### config.mk
export PLATFORM = sky130hd
export DESIGN_NAME = fpu_operand_unpack
export DESIGN_NICKNAME = d
export VERILOG_FILES = /design/src/rtl/fpu_operand_unpack.sv
export SDC_FILE = /design/constraint.sdc
export NUM_CORES = 1
export LEC_CHECK = 0
export ABC_AREA = 0
export CORE_UTILIZATION = 43
export CTS_CLUSTER_SIZE = 30
export DETAILED_ROUTE_END_ITERATION = 7
export GPL_TIMING_DRIVEN = 0
export PLACE_DENSITY = 0.79
export SKIP_LAST_GASP = 1
export SLEW_MARGIN = 40
export SYNTH_ARGS = -nofsm -noshare
export SYNTH_HDL_FRONTEND = slang
export SYNTH_SLANG_ARGS = --single-unit
### constraint.sdc
create_clock -name clock -period 1.36 [get_ports clock]
set_input_delay 0.272 -clock clock [delete_from_list [all_inputs] [get_ports clock]]
set_output_delay 0.272 -clock clock [all_outputs]
set_load 0.005 [all_outputs]
### src/rtl/fpu_operand_unpack.sv
// Operand unpack stage ahead of the FP adder: splits two packed operands into sign/exponent/significand
// behind a two-entry skid buffer. Define FPU_UNPACK_CLASSIFY_EN to register nan/inf/subnormal/zero flags.
module fpu_operand_unpack #(
  parameter int unsigned BIT_WIDTH = 16,
  parameter int unsigned EXP_WIDTH = 5,
  parameter int unsigned SIG_WIDTH = 10
) (
  input  logic                 clock,
  input  logic                 reset,
  input  logic                 in_valid,
  output logic                 in_ready,
  input  logic                 in_sub,
  input  logic [BIT_WIDTH-1:0] in_a,
  input  logic [BIT_WIDTH-1:0] in_b,
  output logic                 out_valid,
  input  logic                 out_ready,
  output logic                 out_sub,
  output logic                 out_s1,
  output logic                 out_s2,
  output logic [EXP_WIDTH-1:0] out_e1,
  output logic [EXP_WIDTH-1:0] out_e2,
  output logic [SIG_WIDTH:0]   out_sig1,
  output logic [SIG_WIDTH:0]   out_sig2,
  output logic [3:0]           out_class1,
  output logic [3:0]           out_class2,
  output logic [15:0]          out_count
);

  localparam int unsigned CNT_WIDTH = 16;

  typedef struct packed {
    logic                 sub;
    logic                 s1;
    logic [EXP_WIDTH-1:0] e1;
    logic [SIG_WIDTH:0]   sig1;
    logic                 s2;
    logic [EXP_WIDTH-1:0] e2;
    logic [SIG_WIDTH:0]   sig2;
`ifdef FPU_UNPACK_CLASSIFY_EN
    logic [3:0]           class1;
    logic [3:0]           class2;
`endif
  } entry_t;

`ifdef FPU_UNPACK_CLASSIFY_EN
  // One-hot {nan, inf, subnormal, zero}; normal numbers give all zeros.
  function automatic logic [3:0] classify(input logic [BIT_WIDTH-1:0] op);
    logic [EXP_WIDTH-1:0] e;
    logic [SIG_WIDTH-1:0] f;
    e = op[BIT_WIDTH-2:SIG_WIDTH];
    f = op[SIG_WIDTH-1:0];
    classify = 4'b0000;
    if (e == '0)      classify = (f == '0) ? 4'b0001 : 4'b0010;
    else if (e == '1) classify = (f == '0) ? 4'b0100 : 4'b1000;
  endfunction
`endif

  entry_t                 in_entry;
  entry_t                 out_q, out_n;
  entry_t                 skid_q, skid_n;
  logic                   out_valid_q, out_valid_n;
  logic                   skid_valid_q, skid_valid_n;
  logic                   in_ready_q;
  logic [CNT_WIDTH-1:0]   count_q;
  logic                   accept;
  logic                   complete;

  assign accept   = in_valid && in_ready_q;
  assign complete = out_valid_q && out_ready;

  // Field extraction; exponent kept raw, hidden bit set only for nonzero exponent.
  always_comb begin
    in_entry      = '0;
    in_entry.sub  = in_sub;
    in_entry.s1   = in_a[BIT_WIDTH-1];
    in_entry.e1   = in_a[BIT_WIDTH-2:SIG_WIDTH];
    in_entry.sig1 = {(in_a[BIT_WIDTH-2:SIG_WIDTH] != '0), in_a[SIG_WIDTH-1:0]};
    in_entry.s2   = in_b[BIT_WIDTH-1];
    in_entry.e2   = in_b[BIT_WIDTH-2:SIG_WIDTH];
    in_entry.sig2 = {(in_b[BIT_WIDTH-2:SIG_WIDTH] != '0), in_b[SIG_WIDTH-1:0]};
`ifdef FPU_UNPACK_CLASSIFY_EN
    in_entry.class1 = classify(in_a);
    in_entry.class2 = classify(in_b);
`endif
  end

  // Output/skid steering; an accept never coincides with a full skid since in_ready is low then.
  always_comb begin
    out_n        = out_q;
    skid_n       = skid_q;
    out_valid_n  = out_valid_q;
    skid_valid_n = skid_valid_q;
    if (complete) begin
      if (skid_valid_q) begin
        out_n        = skid_q;
        skid_valid_n = 1'b0;
      end else if (accept) begin
        out_n = in_entry;
      end else begin
        out_valid_n = 1'b0;
      end
    end else if (accept) begin
      if (!out_valid_q) begin
        out_n       = in_entry;
        out_valid_n = 1'b1;
      end else begin
        skid_n       = in_entry;
        skid_valid_n = 1'b1;
      end
    end
  end

  always_ff @(posedge clock) begin
    if (reset) begin
      out_q        <= '0;
      skid_q       <= '0;
      out_valid_q  <= 1'b0;
      skid_valid_q <= 1'b0;
      in_ready_q   <= 1'b0;
      count_q      <= '0;
    end else begin
      out_q        <= out_n;
      skid_q       <= skid_n;
      out_valid_q  <= out_valid_n;
      skid_valid_q <= skid_valid_n;
      in_ready_q   <= !skid_valid_n;
      if (complete) count_q <= count_q + CNT_WIDTH'(1);
    end
  end

  assign in_ready  = in_ready_q;
  assign out_valid = out_valid_q;
  assign out_sub   = out_q.sub;
  assign out_s1    = out_q.s1;
  assign out_e1    = out_q.e1;
  assign out_sig1  = out_q.sig1;
  assign out_s2    = out_q.s2;
  assign out_e2    = out_q.e2;
  assign out_sig2  = out_q.sig2;
  assign out_count = count_q;
`ifdef FPU_UNPACK_CLASSIFY_EN
  assign out_class1 = out_q.class1;
  assign out_class2 = out_q.class2;
`else
  assign out_class1 = 4'b0000;
  assign out_class2 = 4'b0000;
`endif

endmodule
Yosys cells after proc, flatten, opt, wreduce, memory -nomap -nowiden

Index checks and enable logic that the tools add are counted.

Flip-flop bits (word level): 89
Output and inout port bits: 61
Logic and storage cells: 45

Add/sub/neg operators: 1
Equal/unequal tests: 3
Mux-type cells: 12
Bitwise gates (word level): 1
Reduce and logical (&&, ||, !) cells: 10

Operators by type and width:

| cell                                                   | count |
|---|---|
| two-way mux 35 bit                                     | 5 |
| adder 16 x 1 -> 16 bit (second input constant)         | 1 |
| nonzero test 5 bit                                     | 2 |
| AND reduction 3 bit                                    | 3 |
| two-way mux 1 bit                                      | 7 |
| inequality test 2 bit (second input constant)          | 2 |
| nonzero test 2 bit                                     | 2 |
| logical AND 1 bit                                      | 2 |
| inequality test 2 x 1 -> 1 bit (second input constant) | 1 |
| logical NOT 1 bit                                      | 1 |
| inverter 1 bit                                         | 1 |

Logic depth before layout (Yosys ltp)

Gate-level depths: netlist of the first run.

Word-level depth: 4
Mapped depth: 7

Worst setup path after synthesis of the first run

Ideal clock, no wire load.

Path kind: register -> register
Start point: register out_valid_q (netlist: out_valid)
End point: register count_q[15] (netlist: out_count[15])
Library setup time: 0.070 ns
Arrival time: 1.372 ns
Setup slack: -0.083 ns
Stages on the path, launching flop included: 7
Period minus slack after synthesis: 1.443 ns
Path through: dfxtp_1 buf_4 and4_1 buf_6 nand3_4 or4_1 a21oi_1

Cells in the longest elaborated chain, start to end: 1

RTL lines:

| what                   | RTL line | text |
|---|---|---|
| from (decl)            | 61       | `logic out_valid_q, out_valid_n;` |
| from (signal assigned) | 124      | `out_valid_q <= out_valid_n;` |
| logical AND 1 bit      | 69       | `assign complete = out_valid_q && out_ready;` |
| to (signal assigned)   | 127      | `if (complete) count_q <= count_q + CNT_WIDTH'(1);` |
| to (decl)              | 64       | `logic [CNT_WIDTH-1:0] count_q;` |

No other way between the ends.
A chain may end at the register's enable or synchronous reset.

Final worst setup path of the first run

Start point: register out_valid_q (netlist: out_valid)
End point: register out_q (netlist bit out_s2)

Cells in the longest elaborated chain, start to end: 3

RTL lines:

| what                                                                                  | RTL line | text |
|---|---|---|
| logical AND 1 bit                                                                     | 69       |  |
| inequality test 2 x 1 -> 1 bit (no line) / nonzero test 2 bit (equally long branches) | n/a      |  |
| AND reduction 3 bit (no line)                                                         | n/a      |  |
| to (signal assigned)                                                                  | 122      | `out_q <= out_n;` |
| to (decl)                                                                             | 59       | `entry_t out_q, out_n;` |

Parallel ways exist; a longest one is shown, timed or not.

==> results of run 1 <==
-- routing by layer --
layer / up-vias / track usage (%) / share of wire [%]
met5: - / 0 / 0
met4: 0 / 9.62 / 2.2
met3: 23 / 5.80 / 5.8
met2: 111 / 41.0 / 51
met1: 1740 / 27.0 / 41
li1: 1726 / - / -
-- worst paths after layout --
check	cells past startpoint	slack (ns)	to	startpoint
worst min-delay path	3	0.29	out_valid$_SDFFE_PP0P_	in_valid
worst max-delay path	7	-0.16	out_s2$_SDFFE_PP0P_	out_valid$_SDFFE_PP0P_
worst max register to register	7	-0.16	out_s2$_SDFFE_PP0P_	out_valid$_SDFFE_PP0P_
worst min register to register	2	0.46	skid_q[25]$_SDFFE_PP0P_	skid_q[25]$_SDFFE_PP0P_
-- cell usage in the layout (no fill, tap or decap), drive strengths merged, types with 2 or more instances in the layout --
master         Yosys  layout
clkdlybuf4s50      0      25
dfxtp             89      89
xor2               9       9
clkinvlp           0       3
nor2              53      53
nand4              5       5
and3               2       2
a21oi             38      38
conb               1       8
bufinv             0       2
or4                4       4
nand3              7       7
and2               2       2
and4               2       2
a31o               2       2
dlygate4sd2        0      61
or3                3       3
a211oi            35      35
nand2             72      72
clkbuf            17      24
inv                4       5
a2111oi            2       2
mux2i             34      34
diode              0       2
o21ai              5       5
dlymetal6s2s       0       2
buf               22      68
-- registers in the layout, indices dropped and copies added (netlist names) --
name and count:
out_s2 1, out_sig1 11, skid_valid_q 1, out_sub 1, out_e1 5, out_count 16, out_valid 1, out_sig2 11
skid_q 35, in_ready 1, out_e2 5, out_s1 1
-- layout make-up --
class                   count  area (sq um)  share of cell area, %
flip-flops and latches     89          1860                   32.1
repair buffers            135          1240                   21.5
plain buffers              35           295                   5.10
clock buffers              10           128                   2.20
well taps                 105           131                   2.27
inverters                   4          15.0                  0.259
clock inverters             6          91.3                   1.58
diodes                      2          5.00                 0.0865
multi-input cells         292          2020                   34.9
-- timing repair --
item                       4_1_cts  5_1_grt
setup endpoints to repair      125       80
gates cloned                     2        1
gates resized for setup        180       80
buffers inserted                32       14
pin swaps                       29       18
hold endpoints to repair         0        0
-- cell families after synthesis --
| kind of cell | Yosys count | synth area share, % |
|---|---|---|
| other cells | 1 | 0.102 |
| mux | 34 | 9.27 |
| fa+ha+maj | 1 | 0.341 |
| xor+xnor | 10 | 2.39 |
| compound gates | 87 | 15.1 |
| buf+inv | 43 | 6.20 |
| simple gates | 152 | 18.1 |
| flops | 89 | 48.5 |
-- power breakdown --
part           switching [mW]  total, mW  internal, mW  leakage, nW
clock network           0.975       2.02          1.04       0.0991
registers              0.0703       2.78          2.71        0.747
logic                   0.375      0.793         0.418         1.75
total                    1.42       5.59          4.17         2.60
-- critical path, stage by stage (launching register included) --
cell	delay, ns
dfxtp_4	0.38
buf_6	0.13
buf_6	0.11
a21boi_4	0.18
buf_8	0.18
clkbuf_16	0.15
nor2_1	0.04
a211oi_1	0.25
-- per-stage QoR --
step                setup slack [ns]  hold WS, ns  util, %
CTS                           -0.165        0.301     66.1
finish                        -0.163        0.289     70.1
global placement              -0.639        0.441     57.2
floorplan                    -0.0297        0.408        -
global route                  -0.170        0.310     70.1
detailed placement            -0.721        0.446     57.2
==> flow_metrics.env, run 1 <==
export IMPL_status="finished, violations left"
export IMPL_violations="setup timing"
export IMPL_worst_path_max_fanout=9
export IMPL_rsz0062_at_grt="true"
export IMPL_synth_async_reset_ratio_pct=0
export IMPL_synth_edf_count=0
export IMPL_antenna_found_initial=2
export IMPL_p_leak_nw=2.60
export IMPL_insertion_delay_ns=0.36
export IMPL_grt_pass1_vias=3368
export IMPL_synth_area_sq_um=3670
export IMPL_drt_iter0_drc=226
export IMPL_holdBufCountCts=0
export IMPL_numCtsBuffers=9
export IMPL_maxCapViolCount=0
export IMPL_cts_sinks=89
export IMPL_setup_viol=29
export IMPL_start_kind="flop"
export IMPL_cts_max_level=3
export IMPL_die_width_microns=94.4
export IMPL_yosys_register_bits=89
export IMPL_min_period_over_period_pct=112
export IMPL_crit_type="reg -> reg"
export IMPL_finalPower_mw=5.59
export IMPL_core_area_sq_um=8260
export IMPL_layout_setup_ws_ns=-0.163
export IMPL_dpl_instance_area_sq_um=4720
export IMPL_synth_cells=417
export IMPL_synth_area_per_cell_sq_um=8.80
export IMPL_slew_headroom_pct=52.0
export IMPL_synth_area_leader_cell="dfxtp_1"
export IMPL_synth_seq_area_share_pct=48.5
export IMPL_cp_required_ns=1.62
export IMPL_via_count=3600
export IMPL_crit_arrival_ns=1.79
export IMPL_yosys_warnings=0
export IMPL_endpoint_kind="flop"
export IMPL_power_density_nw_per_um2=965
export IMPL_die_h_microns=94.4
export IMPL_clock_root_buffer="clkbuf_8"
export IMPL_dieArea_sq_um=8910
export IMPL_finish_instance_area_sq_um=5790
export IMPL_drv_slew=0
export IMPL_ios=98
export IMPL_drcViolationCount=0
export IMPL_clkSlewWorstSetupHoldPaths_ns=0.09
export IMPL_synth_commonest_cells="dfxtp_1, nand2_1, nor2_1, a21oi_1, a211oi_1"
export IMPL_wl_microns=11100
export IMPL_cts_tree="built"
export IMPL_grtUsageTotal_pct=23.4
export IMPL_overflow=0
export IMPL_gp_congestion=0.778
export IMPL_cts_buffer_depth=2
export IMPL_start_util_pct=44.5
export IMPL_synth_cell_types=38
export IMPL_synth_most_common_cell="dfxtp_1"
export IMPL_synthToLayoutAreaGrowth_pct=57.7
export IMPL_wire_per_inst_microns=16.4
export IMPL_nets=604
export IMPL_io_buffers=88
export IMPL_hold_viol=0
export IMPL_first_pass_iters=4
export IMPL_vias_per_cell=5.31
export IMPL_holdCritPathClass="in -> reg"
export IMPL_fin_setup_tns_ns=-1.45
export IMPL_fmax_mhz=657
export IMPL_dp_hpwl_microns=6410
export IMPL_row_count=33
export IMPL_vdd_drop_max_uv=501
export IMPL_fill_cells=586
export IMPL_stdcell_count=678
export IMPL_grt_first_pass_wirelength_microns=16100
export IMPL_synthTopCellsByArea="dfxtp_1, mux2i_1, nand2_1"
export IMPL_finClkSkew_ns=0.0122
export IMPL_drive_above_1_share_pct=37.0
export IMPL_antenna_left=0
export IMPL_yosys_most_used_dff="dfxtp_1"
export IMPL_synth_top_area_share_pct=48.5
export IMPL_grt_max_degree=16
export IMPL_worst_slew_pin_slew_ns=0.720
export IMPL_dp_cells=617
export IMPL_fin_crit_ns=1.52
No activity file was read; power rests on OpenSTA's default activity.
==> run 2, diff against run 1 <==
SLEW_MARGIN = unset   (was 40)
==> results of run 2 <==
No change in the layout: final DEF, timing and power equal those of run 1.
==> run 3, diff against run 2 <==
SLEW_MARGIN = 10   (was unset)
==> results of run 3 <==
No change in the layout: final DEF, timing and power equal those of run 1.
